## config.mk

```make
export PLATFORM = sky130hd
export DESIGN_NAME = truth_table_scanner
export DESIGN_NICKNAME = d
export VERILOG_FILES = /design/src/rtl/truth_scan_pkg.sv /design/src/rtl/scan_settle_timer.sv /design/src/rtl/truth_table_scanner.sv
export SDC_FILE = /design/constraint.sdc
export NUM_CORES = 1
export LEC_CHECK = 0
export CAP_MARGIN = 5
export CORE_MARGIN = 5
export CORE_UTILIZATION = 47
export CTS_CLUSTER_SIZE = 10
export DETAILED_ROUTE_END_ITERATION = 10
export PLACE_DENSITY = 0.86
export SLEW_MARGIN = 20
export SYNTH_ARGS = -nofsm -noshare
export SYNTH_HDL_FRONTEND = slang
export SYNTH_HIERARCHICAL = 1
export SYNTH_SLANG_ARGS = --single-unit
```

## constraint.sdc

```tcl
create_clock -name CLK -period 2.3 [get_ports CLK]
set_input_delay 0.575 -clock CLK [delete_from_list [all_inputs] [get_ports CLK]]
set_output_delay 0.575 -clock CLK [all_outputs]
set_load 0.01 [all_outputs]
```

## src/rtl/truth_scan_pkg.sv

```systemverilog
// Shared definitions for the truth-table scanner: FSM encoding and widths.
package truth_scan_pkg;

  typedef enum logic [1:0] {
    IDLE   = 2'd0,
    HOLD   = 2'd1,
    FINISH = 2'd2
  } state_t;

  localparam int NUM_VECTORS = 8;
  localparam int INDEX_W     = 3;
  localparam int ERR_W       = 4;
  localparam int SETTLE_W    = 4;

  localparam logic [INDEX_W-1:0] LAST_INDEX = INDEX_W'(NUM_VECTORS - 1);
  localparam logic [ERR_W-1:0]   ERR_MAX    = ERR_W'(NUM_VECTORS);

endpackage

```

## src/rtl/scan_settle_timer.sv

```systemverilog
// Settle countdown: load a hold length, count down to zero, then rest at zero.
module scan_settle_timer
  import truth_scan_pkg::*;
(
  input  logic                clk,
  input  logic                rst_n,
  input  logic                load,
  input  logic [SETTLE_W-1:0] value,
  output logic                zero
);

  logic [SETTLE_W-1:0] count;

  always_ff @(posedge clk or negedge rst_n) begin
    if (!rst_n) begin
      count <= '0;
    end else if (load) begin
      count <= value;
    end else if (count != '0) begin
      count <= count - SETTLE_W'(1);
    end
  end

  assign zero = (count == '0);

endmodule

```

## src/rtl/truth_table_scanner.sv

```systemverilog
// Walks {A,B,C} through all 8 vectors, samples X after each settle window,
// and records the captured truth table plus mismatches against EXPECT.
module truth_table_scanner
  import truth_scan_pkg::*;
#(
  parameter int unsigned SETTLE = 1
) (
  input  logic                   CLK,
  input  logic                   RST_N,
  input  logic                   START,
  input  logic [NUM_VECTORS-1:0] EXPECT,
  input  logic                   X,
  output logic                   A,
  output logic                   B,
  output logic                   C,
  output logic [NUM_VECTORS-1:0] TT,
  output logic                   BUSY,
  output logic                   DONE,
  output logic [ERR_W-1:0]       ERR_COUNT,
  output logic                   MISMATCH
);

  localparam logic [SETTLE_W-1:0] SETTLE_V = SETTLE_W'(SETTLE);

  state_t                   state;
  logic [INDEX_W-1:0]       index;
  logic [INDEX_W-1:0]       vec;
  logic [NUM_VECTORS-1:0]   exp_l;
  logic                     load;
  logic                     zero;

  // START is a request qualified only by IDLE: while BUSY is high it is
  // neither accepted nor remembered, so a held START restarts after FINISH.
  assign load = ((state == IDLE) && START) ||
                ((state == HOLD) && zero && (index != LAST_INDEX));

  scan_settle_timer u_timer (
    .clk   (CLK),
    .rst_n (RST_N),
    .load  (load),
    .value (SETTLE_V),
    .zero  (zero)
  );

  always_ff @(posedge CLK or negedge RST_N) begin
    if (!RST_N) begin
      state     <= IDLE;
      index     <= '0;
      vec       <= '0;
      exp_l     <= '0;
      TT        <= '0;
      ERR_COUNT <= '0;
      MISMATCH  <= 1'b0;
      DONE      <= 1'b0;
      BUSY      <= 1'b0;
    end else begin
      case (state)
        IDLE: begin
          DONE <= 1'b0;
          if (START) begin
            state     <= HOLD;
            BUSY      <= 1'b1;
            index     <= '0;
            vec       <= '0;
            exp_l     <= EXPECT;
            TT        <= '0;
            ERR_COUNT <= '0;
            MISMATCH  <= 1'b0;
          end
        end
        HOLD: begin
          if (zero) begin
            TT[index] <= X;
            if ((X != exp_l[index]) && (ERR_COUNT != ERR_MAX)) begin
              ERR_COUNT <= ERR_COUNT + ERR_W'(1);
              MISMATCH  <= 1'b1;
            end
            // The index stops at the last vector instead of wrapping.
            if (index != LAST_INDEX) begin
              index <= index + INDEX_W'(1);
              vec   <= index + INDEX_W'(1);
            end else begin
              state <= FINISH;
              vec   <= '0;
              DONE  <= 1'b1;
            end
          end
        end
        FINISH: begin
          state <= IDLE;
          DONE  <= 1'b0;
          BUSY  <= 1'b0;
        end
        default: begin
          state <= IDLE;
          DONE  <= 1'b0;
          BUSY  <= 1'b0;
        end
      endcase
    end
  end

  assign {A, B, C} = vec;

endmodule

```

==> Word level (Yosys, flattened, before mapping) <==
Cells that the tools add are included.
{ "op_classes": {"n_addsub": 3, "order_cmp": 2, "n_eq_ne": 9, "n_mux": 34, "bitwise_logic": 1, "reduce_logical": 18} }
{ "op_table": {"columns": ["operator", "n"], "rows": [
  ["4-bit 2-to-1 mux", 5],
  ["8-bit 2-to-1 mux", 2],
  ["8-bit one-hot mux with 2 select lines", 1],
  ["3-bit 2-to-1 mux", 5],
  ["3-bit one-hot mux with 2 select lines", 2],
  ["1-bit 2-to-1 mux", 9],
  ["8-bit bitwise mux", 1],
  ["4-bit one-hot mux with 2 select lines", 1],
  ["4-bit AND reduction", 2],
  ["2-bit 2-to-1 mux", 3],
  ["2-bit != test (second input constant)", 3],
  ["2-bit AND reduction", 3],
  ["3-bit AND reduction", 2],
  ["1-bit logical AND", 5],
  ["4-bit by 1-bit adder with 4-bit output (second input constant)", 1],
  ["4-bit zero test", 1],
  ["3-bit by 4-bit < comparator with 1-bit output (second input constant)", 1],
  ["2-bit by 1-bit != test with 1-bit output (second input constant)", 2],
  ["4-bit != test (second input constant)", 1],
  ["1-bit one-hot mux with 2 select lines", 2],
  ["2-bit one-hot mux with 2 select lines", 1],
  ["2-bit nonzero test", 2],
  ["4-bit nonzero test", 1],
  ["4-bit by 1-bit subtractor with 4-bit output (second input constant)", 1],
  ["10 further kinds", 10]
]} }
{ "word_totals": {"ff_bits": 35, "inputBits": 12, "wordCells": 77} }

==> Longest topological paths before layout <==
{ "logic_depth": {"ltp_word": 7, "depth_mapped": 9} }

==> Hierarchy <==
The synthesis kept the hierarchy.
{ "modules_own_cells": {"columns": ["mod", "n_inst", "cells_each", "area_each_um2", "seq_area_each_um2"], "rows": [
  ["truth_table_scanner", 1, 154, 1496.4, 775.7],
  ["scan_settle_timer", 1, 22, 234.0, 100.1]
]} }

==> Worst setup path before layout <==
No wires, ideal clock.
{ "synth_timing": {"path_kind": "register to register", "start": "register u_timer.count[0]", "end": "register u_timer.count[3]", "setup_time_ps": 126, "arrival_time_ps": 2167, "required_time_ps": 2174, "setup_slack_ps": 7, "stages_incl_launch_ff": 10, "n_path_buf": 1, "period_less_slack_ps": 2293, "cell_sequence": "dfrtp_1 inv_1 ha_1 nor3b_4 nand2_1 a21o_1 a21oi_1 clkbuf_1 nor3_1 a221o_1"} }
{ "synth_via": {"elab_chain_cells": 5, "elab_cells_between_ends": 9, "classes_between": "1 x add/sub; 2 x mux; 6 x reduce/logical"} }
{ "synth_lines": {"columns": ["element", "line", "text"], "rows": [
  ["from (decl)", "scan_settle_timer.sv:12", "logic [SETTLE_W-1:0] count;"],
  ["from (signal assigned)", "scan_settle_timer.sv:18", "count <= value;"],
  ["from (signal assigned)", "scan_settle_timer.sv:20", "count <= count - SETTLE_W'(1);"],
  ["4-bit zero test *", "scan_settle_timer.sv:24", "assign zero = (count == '0);"],
  ["named net zero", "truth_table_scanner.sv:30", "logic zero;"],
  ["1-bit logical AND * (2 in series)", "truth_table_scanner.sv:35", "((state == HOLD) && zero && (index != LAST_INDEX));"],
  ["1-bit logical OR *", "truth_table_scanner.sv:34", "assign load = ((state == IDLE) && START) ||"],
  ["named net load", "truth_table_scanner.sv:29", "logic load;"],
  ["4-bit 2-to-1 mux / 2-bit nonzero test (equally long branches)", null, null]
]} }
The timed path passes the listed nets; every way through them passes the cells marked *. The select of a mux whose other input is x is not followed.
A chain may end at the register's enable or synchronous reset.

==> Final worst setup path <==
Ends and elaborated chain as after synthesis.

==> impl_results.md <==
* Die width at 70.7 um
* Vias at 1378
* Placement Cell Area at 2120 um2
* Starting Density at 0.480
* Fmax at 484 MHz
* Net switching power at 1.12 mW
* Die H at 70.7 um
* Die footprint at 4990 um2
* Total Wirelength at 3520 um
* Crit path capture type: flop
* Synthesized cell area at 1730 um2
* Busiest grt layer: met2
* Reg power frac at 0.360
* Slowest-stage cell, CP: dfrtp_1
* Total gr overflow at 0
* Routing usage on met1 at 0.204
* CP bufs+invs at 1
* RSZ-0062 raised after global routing: no
* Outcome: completed
* Hold_buf cts at 0
* Area Growth Syn to Fin at 27.4%
* Clock Power Share at 0.149
* Clock latency on the worst-skew pair at 0.29 ns
* Setup_tns at 0 ns
* Vias in the first global route at 1332
* Synth cell types at 38
* Crit-path cells: inv_1 -> ha_1 -> nor3b_4 -> nand2_1 -> a21o_1 -> a21oi_1 -> nor3_1 -> a221o_1
* Internal at 1.84 mW
* Multi-input logic area at 791 um2
* Max Transition Viols Final at 0
* Cts repair resizes at 0
* Hold path cells at 2
* Worst Skew at 0.00849 ns
* Longest Clk Path Bufs at 2
* Synth top area cells: dfrtp_1, nand2_1, ha_1
* Setup-failing EPs final at 0
* CTS Buf Count at 5
* Share of layout cells above drive strength 1 at 0.126
* Synth async-reset ratio at 1.00
* FF+latch count, synth at 35
* Drt wl/cell at 13.4 um
* Hold slack at 0.472 ns
* DRC Markers at 0
* First drt pass iteration count at 5
* Hold endpoint: exp_l[4]$_DFFE_PN0P_
* Largest net degree at the start of global routing at 36
* Sequential area share after synthesis at 0.506
* Flop2flop setup slack at 0.23 ns
* Minimum clock period at 2.07 ns
* Worst-path fanout max at 5
* Post-route cell area at 2200 um2
* Vias per inst at 5.24
* Max H-tree Level at 2
* Worst r2r src: u_timer/count[0]$_DFFE_PN0P_
* Synth area leader: dfrtp_1
* Core Box Area at 3610 um2
* Number of synthesized flops with an enable pin at 0
* Clock sink count at 35
* Fin crit share at 0.898
* Clk pin slew, worst setup/hold paths at 0.07 ns
* CP Launch Type: flop
* WS Path Type: reg2reg
* Hold Crit Start: exp_l[4]$_DFFE_PN0P_
* Wire length of the first global-routing pass at 6110 um
* Mean Syn Cell Area at 9.83 um2
* Met2 Use GR at 0.243
* Leakage at 1.00 nW
* Number of fill cells at 302
* Ys flop type: dfrtp_1
* Port Buf Inserts at 29
* Cell area power density at 1340 nW/um2
* TritonCTS clock tree: done
* Total GRT Usage at 0.158
* Capturing point of the worst reg2reg path: u_timer/count[3]$_DFFE_PN0P_
* Initial antenna violation count at 0
* I/O Pins at 30
* CTS root buf: clkbuf_8
* DPL Wire Length at 2510 um
* Max IR drop VDD at 0.000601 V
* Sw Share at 0.378
* Power, Total at 2.96 mW
* Final ANT Viol Nets at 0
* Max-Cap Viols at 0
* Seq. cell area at 876 um2
* Worst Hold Class: reg2reg
* Final Hold Viols at 0
* Met3 GRT Util at 0.0369
* CP required at 2.48 ns
* DR iter-0 viols at 106
* ANT cells at 0
* Final nets at 232
* Post-CTS setup buffers at 0
* Critical path's top delay family: compound AO/OA/AOI/OAI gates
* Comb power frac at 0.492
* GP Congestion at 0.849
* Cell count after synthesis at 176
* CP arrival at 2.24 ns
* Rows at 22
* Yosys top cell area share at 0.506
* Ys Warns at 6
* Worst reg2reg path depth at 8
* Slowest stage delay, CP at 0.39 ns
## logic make-up (layout without fill, tap and decap cells)
group	after synthesis	in the layout	share of synthesized area
simple gates	67	67	0.177
other cells	2	4	0.00434
fa+ha+maj	5	5	0.0362
flops	35	35	0.506
mux	7	7	0.0615
buf+inv	16	53	0.0412
xor+xnor	3	3	0.0239
compound gates	41	41	0.150
## layout by cell type, fill, tap and decap left out, drive strengths merged, types with 2 or more instances in the layout
cell / netlist / routed
nand2: 41 / 41
mux4: 2 / 2
o21ai: 19 / 19
ha: 5 / 5
nand3: 8 / 8
nor3: 2 / 2
a31oi: 7 / 7
clkbuf: 6 / 6
nand4: 2 / 2
mux2: 3 / 3
nor3b: 2 / 2
a21o: 2 / 2
nor2: 6 / 6
inv: 8 / 8
a21oi: 6 / 6
dfrtp: 35 / 35
nand2b: 2 / 2
o31ai: 2 / 2
clkdlybuf4s50: 0 / 29
nor2b: 3 / 3
conb: 2 / 4
buf: 2 / 9
mux2i: 2 / 2
xnor2: 2 / 2
## power by group through the flow
stage                     Combinational [mW]  Sequential [mW]  Clock (mW)
final                                   1.45             1.06       0.440
after CTS                               1.47             1.06       0.452
after floorplan                        0.949             1.07           0
after global placement                  1.41             1.07           0
after detailed placement                1.46             1.07           0
after global routing                    1.62             1.10       0.476
## worst max-delay path by stage
stage,start,endpoint,slack (ns),depth (start not counted)
finish,u_timer/count[0]$_DFFE_PN0P_,u_timer/count[3]$_DFFE_PN0P_,0.23,8
global route,u_timer/count[0]$_DFFE_PN0P_,u_timer/count[3]$_DFFE_PN0P_,0.07,8
CTS,u_timer/count[0]$_DFFE_PN0P_,u_timer/count[3]$_DFFE_PN0P_,0.25,8
detailed placement,START,u_timer/count[3]$_DFFE_PN0P_,0.14,6
global placement,START,u_timer/count[3]$_DFFE_PN0P_,0.18,6
floorplan,u_timer/count[0]$_DFFE_PN0P_,u_timer/count[3]$_DFFE_PN0P_,0.007,9
## synth_stat cells (2+ instances only)
cell type,count
nor3_1,2
nand2b_1,2
o21ai_1,11
mux4_2,2
nor2_1,5
nand2_1,41
a21o_1,2
inv_1,7
conb_1,2
nand4_1,2
dfrtp_1,35
nand3_1,8
ha_1,5
a21oi_1,6
mux2_4,2
a31oi_1,6
clkbuf_1,6
o21ai_0,8
o31ai_1,2
mux2i_1,2
nor2b_1,3
## worst reg2reg max path: stages (launching register included)
cell     delay (ns)
dfrtp_1        0.39
inv_1          0.09
ha_1           0.22
nor3b_4        0.22
nand2_1        0.09
a21o_1         0.20
a21oi_1        0.31
nor3_1         0.11
a221o_1        0.32
## cell type report
type / count / area share
repair buffers: 38 / 0.162
multi-input cells: 127 / 0.359
inverters: 8 / 0.0148
well taps: 48 / 0.0272
flip-flops and latches: 35 / 0.397
clock buffers: 6 / 0.0375
clock inverters: 1 / 0.00227
## routing by layer
| layer | vias to the layer above | wire, um |
|---|---|---|
| met5 | - | 0 |
| met4 | 0 | 85 |
| met3 | 6 | 204 |
| met2 | 44 | 1620 |
| met1 | 643 | 1610 |
| li1 | 685 | - |
## flip-flops by register name, summed over array words and instances, names as in the netlist, 2 cells and up
register and count:
vec 3, index 3, TT 8, ERR_COUNT 4, u_timer/count 4, exp_l 8
state 2
## stage by stage
step,utilization,worst slack (ns),instances
after global routing,0.611,0.0652,263
after global placement,0.587,0.177,256
after detailed placement,0.587,0.137,256
final,0.611,0.235,263
after CTS,0.611,0.249,263
after floorplan,-,0.00733,178
Power figures use the tool's default switching activity.
==> edit 1: new RTL, same flow settings <==
Put one more register stage on the output `ERR_COUNT`. The value now appears one clock later. The other outputs are not delayed to match.
--- a/src/rtl/truth_table_scanner.sv
+++ b/src/rtl/truth_table_scanner.sv
@@ -21,6 +21,8 @@
 );
 
   localparam logic [SETTLE_W-1:0] SETTLE_V = SETTLE_W'(SETTLE);
+
+  logic [ERR_W-1:0] ERR_COUNT_s0;
 
   state_t                   state;
   logic [INDEX_W-1:0]       index;
@@ -49,7 +51,7 @@
       vec       <= '0;
       exp_l     <= '0;
       TT        <= '0;
-      ERR_COUNT <= '0;
+      ERR_COUNT_s0 <= '0;
       MISMATCH  <= 1'b0;
       DONE      <= 1'b0;
       BUSY      <= 1'b0;
@@ -64,15 +66,15 @@
             vec       <= '0;
             exp_l     <= EXPECT;
             TT        <= '0;
-            ERR_COUNT <= '0;
+            ERR_COUNT_s0 <= '0;
             MISMATCH  <= 1'b0;
           end
         end
         HOLD: begin
           if (zero) begin
             TT[index] <= X;
-            if ((X != exp_l[index]) && (ERR_COUNT != ERR_MAX)) begin
-              ERR_COUNT <= ERR_COUNT + ERR_W'(1);
+            if ((X != exp_l[index]) && (ERR_COUNT_s0 != ERR_MAX)) begin
+              ERR_COUNT_s0 <= ERR_COUNT_s0 + ERR_W'(1);
               MISMATCH  <= 1'b1;
             end
             // The index stops at the last vector instead of wrapping.
@@ -102,5 +104,9 @@
 
   assign {A, B, C} = vec;
 
+  always_ff @(posedge CLK) begin
+    ERR_COUNT <= ERR_COUNT_s0;
+  end
+
 endmodule
 
Behaviour: not the same (a bounded check fails within 4 cycles, from zero or initial values and one cycle with RST_N low).
==> edit 1 against the original RTL <==
Clock skew grew 0.0011 ns. Total power grew 8.1%. Non-clock buffer count shrank 3. Largest power group unchanged. Design area grew 8.1%. Highest routed layer unchanged. Synthesized cell count grew 12%. Hold slack lost 0.025 ns. Setup slack lost 0.091 ns. Routed wire length grew 16%. Synthesized area grew 11%. Sequential cell count grew 4. Count of clock-buffer cells in the layout grew 2. Global-route usage grew 0.45 points.
==> edit 1: results (changes against the original RTL) <==
- Outcome: completed
- Met2 wire len: 1.93 mm (+19%)
- Primary FF master, synth: dfrtp_1
- Routed WL per cell: 14.4 um (+7.9%)
- Peak supply drop: 0.724 mV (+20%)
- Met2 usage: 0.259 (+0.0156)
- Routability congestion estimate: 0.836 (-1.5%)
- Layout cell share with drive strength beyond 1: 0.132 (+0.00690)
- Nets@finish: 250 (+7.8%)
- Area contributors post-synth: dfrtp_1 46%, nand2_1 7.4%, o21ai_0 5.5%
- Crit Path Max Fanout: 9 (+4)
- Vias: 1530 (+11%)
- Met3 WL: 240 um (+18%)
- Synth cell count leaders: 38 x nand2_1, 35 x dfrtp_1, 21 x o21ai_0, 11 x nor2_1, 9 x inv_1
- First-iteration detailed-routing DRC count: 159 (+50%)
- Syn Area/Cell: 9.73 um2 (-1.0%)
- Placed insts: 276 (+7.8%)
- Crit path DAT: 2.34 ns (+0.10 ns)
- Leakage: 1.07 nW (+6.8%)
- Vias in the first global route: 1492 (+12%)
- Clk_skew: 0.00961 ns (+0.00112 ns)
- Post-synth ARST share: 0.897 (-0.103)
- Sw Pwr: 1.22 mW (+9.6%)
- Sequential element share of the synthesized area: 0.499 (-0.00745)
- Met1 Track Usage GR: 0.206 (+0.00241)
- Post-synth cell types: 49 (+29%)
- Fill count: 333 (+10%)
- GRT Util Overall: 0.163 (+0.00447)
- IO Port Bufs: 29 (unchanged)
- M1 WL: 1.84 mm (+14%)
- First-pass GRT wire length: 6.76 mm (+11%)
-- edit 1: worst paths after layout --
path	startpoint	to	slack, ns	cells after the start
setup / recovery	u_timer/count[0]	u_timer/count[3]	0.14	8
hold / removal	ERR_COUNT_s0[1]	ERR_COUNT[1]	0.45	0
setup reg to reg	u_timer/count[0]	u_timer/count[3]	0.14	8
hold reg to reg	ERR_COUNT_s0[1]	ERR_COUNT[1]	0.45	0
max in group asynchronous	RST_N	vec[2]	1.29	2
min in group asynchronous	RST_N	TT[0]	0.69	2
-- edit 1: through the flow --
stage	util	total power, mW	cell area (um2)
2_1_floorplan	-	2.20	1940
3_3_place_gp	0.574	2.64	2280
3_5_place_dp	0.574	2.68	2280
4_1_cts	0.600	3.21	2380
5_1_grt	0.600	3.43	2380
6_report	0.600	3.20	2380
-- edit 1: kinds of logic (layout without fill, tap and decap cells) --
logic type | count (synthesis) | after routing | synth area share
muxes | 8 | 8 | 0.0509
other | 2 | 4 | 0.00392
xor gates and xnor gates | 1 | 1 | 0.00457
and+or+nand+nor | 78 | 78 | 0.202
AOI/OAI and AO/OA | 47 | 47 | 0.166
buffers and inverters | 17 | 52 | 0.0411
adders and majority gates | 5 | 5 | 0.0326
DFF | 39 | 39 | 0.499
-- edit 1: cell type report --
type,count,area (um2),area share
Inverter,9,33.8,0.0142
Multi-Input combinational cell,143,896,0.376
Clock buffer,8,100,0.0420
Timing Repair Buffer,35,335,0.141
Tap cell,50,62.6,0.0262
Sequential cell,39,956,0.401
-- edit 1: critical path, cell delays in order (launching register included) --
cell	delay (ns)
dfrtp_1	0.38
inv_1	0.09
ha_1	0.21
nor3b_4	0.21
mux2i_1	0.12
or2_0	0.26
a21oi_2	0.35
nor3_1	0.10
a221o_1	0.32
==> edit 2: new RTL, same flow settings <==
Made on the original files. Change the package constant `NUM_VECTORS` from 8 to 16.
--- a/src/rtl/truth_scan_pkg.sv
+++ b/src/rtl/truth_scan_pkg.sv
@@ -7,7 +7,7 @@
     FINISH = 2'd2
   } state_t;
 
-  localparam int NUM_VECTORS = 8;
+  localparam int NUM_VECTORS = 16;
   localparam int INDEX_W     = 3;
   localparam int ERR_W       = 4;
   localparam int SETTLE_W    = 4;
Ports: changed (resized EXPECT and TT); port bits go from 30 to 46. The function was not compared with the original's and may differ.
==> edit 2 against the original RTL <==
Global-route usage rose by 0.17 points. Design area rose by 9.3%. Sequential share of layout area fell by 3.4 points. Hold slack improved by 0.0076 ns. Critical endpoint is now ERR_COUNT[2]. Clock skew fell by 0.0036 ns. Setup slack got worse by 0.094 ns. Total power rose by 13%. Sequential power rose by 5%. Sequential cell count did not move. Routed wire length rose by 10%. Synthesized area rose by 9.0%.
==> edit 2: results (changes against the original RTL) <==
- Placed insts: 285 (+11%)
- WL final: 3.88 mm (+10%)
- Nets@finish: 267 (+15%)
- Post-DR vias/cell: 5.20 (-0.79%)
- First-iteration detailed-routing DRC count: 130 (+23%)
- Vias in the first global route: 1469 (+10%)
- First-pass iteration count of the detailed router: 4 (-1)
- Leakage: 1.10 nW (+9.4%)
- GRT Util Overall: 0.160 (+0.00173)
- Sequential element share of the synthesized area: 0.464 (-0.0420)
- Fill count: 351 (+16%)
- Layout cell share with drive strength beyond 1: 0.144 (+0.0185)
- Synth cell count leaders: 43 x nand2_1, 35 x dfrtp_1, 22 x o21ai_0, 10 x inv_1, 8 x buf_4
- Post-synth cell types: 46 (+21%)
- Outcome: completed
- Met3 GRT Util: 0.0356 (-0.00136)
- Met1 Track Usage GR: 0.206 (+0.00154)
- Crit Path Max Fanout: 4 (-1)
- Met2 usage: 0.257 (+0.0140)
- Largest net degree at the start of global routing: 36 (unchanged)
- Area contributors post-synth: dfrtp_1 46%, nand2_1 8.6%, o21ai_0 5.8%
- Placed Instance Area: 2270 um2 (+7.2%)
- Routability congestion estimate: 0.846 (-0.29%)
- DP Wirelength: 2.92 mm (+16%)
- Max-cap violations: 0 (unchanged)
- Routed WL per cell: 13.2 um (-0.92%)
- First-pass GRT wire length: 6.66 mm (+9.0%)
- Clk_skew: 0.00487 ns (-0.00362 ns)
- Crit path DAT: 2.33 ns (+0.09 ns)
[edit 2: cell types whose count changed in the layout (fill, tap and decap cells not counted), moves of 3 or more]
cell     unedited run  this run
conb_1              4        12
a21oi_1             6         2
nand3_1             8         5
or4_1               0         3
o21ai_1            11         1
inv_1               7        10
o21ai_0             8        22
[edit 2: area by class of cell]
cell class / count / area (um2) / share of cell area
Tap cell: 50 / 62.6 / 0.0260
Clock inverter: 3 / 67.6 / 0.0281
Clock buffer: 5 / 68.8 / 0.0286
Sequential cell: 35 / 876 / 0.364
Timing Repair Buffer: 40 / 373 / 0.155
Inverter: 10 / 37.5 / 0.0156
Multi-Input combinational cell: 150 / 923 / 0.383
[edit 2: cell families after synthesis]
kind of cell	share of synthesized area
other	0.00398
DFF	0.464
xor gates and xnor gates	0.00464
and+or+nand+nor	0.210
buffers and inverters	0.0696
AOI/OAI and AO/OA	0.163
muxes	0.0517
adders and majority gates	0.0332
[edit 2: layer usage]
metal  part of all wire  wire length (um)
met1               0.43              1690
met2               0.48              1880
met3              0.069               266
met4              0.013                51
met5                  0                 0
[edit 2: power by group]
part           total (mW)  switching (mW)  internal [mW]
registers            1.11           0.224          0.889
logic                1.59           0.775          0.811
clock network       0.658           0.226          0.432
[edit 2: worst max-delay path, stage by stage, from the launching register on]
cell and delay (ns):
dfrtp_1 0.38, inv_1 0.10, ha_2 0.21, nor3b_4 0.20
mux2i_1 0.11, or2_0 0.29, or4_1 0.56, nand4_1 0.12
o41ai_2 0.08
[edit 2: stage by stage]
| step | setup TNS, ns | hold slack (ns) | setup WS, ns |
|---|---|---|---|
| 4_1_cts | 0 | 0.484 | 0.111 |
| 5_1_grt | 0 | 0.509 | 0.00540 |
| 6_report | 0 | 0.479 | 0.140 |
| 3_3_place_gp | -0.00173 | 0.457 | -0.00173 |
| 3_5_place_dp | -0.0296 | 0.464 | -0.0296 |
| 2_1_floorplan | 0 | 0.279 | 0.0346 |
[edit 2: path summary, 6_finish.rpt]
check                                  from          endpoint  cells after the start
max                        u_timer/count[0]      ERR_COUNT[2]                      8
min                                   TT[6]             TT[6]                      2
max reg2reg                u_timer/count[0]      ERR_COUNT[2]                      8
min reg2reg                           TT[6]             TT[6]                      2
max in group asynchronous             RST_N  u_timer/count[0]                      2
min in group asynchronous             RST_N      ERR_COUNT[1]                      2
[edit 2: what timing repair did]
item,4_1_cts,5_1_grt
endpoints found under the hold margin,0,0
setup endpoints to repair,0,1
resized for setup,0,1
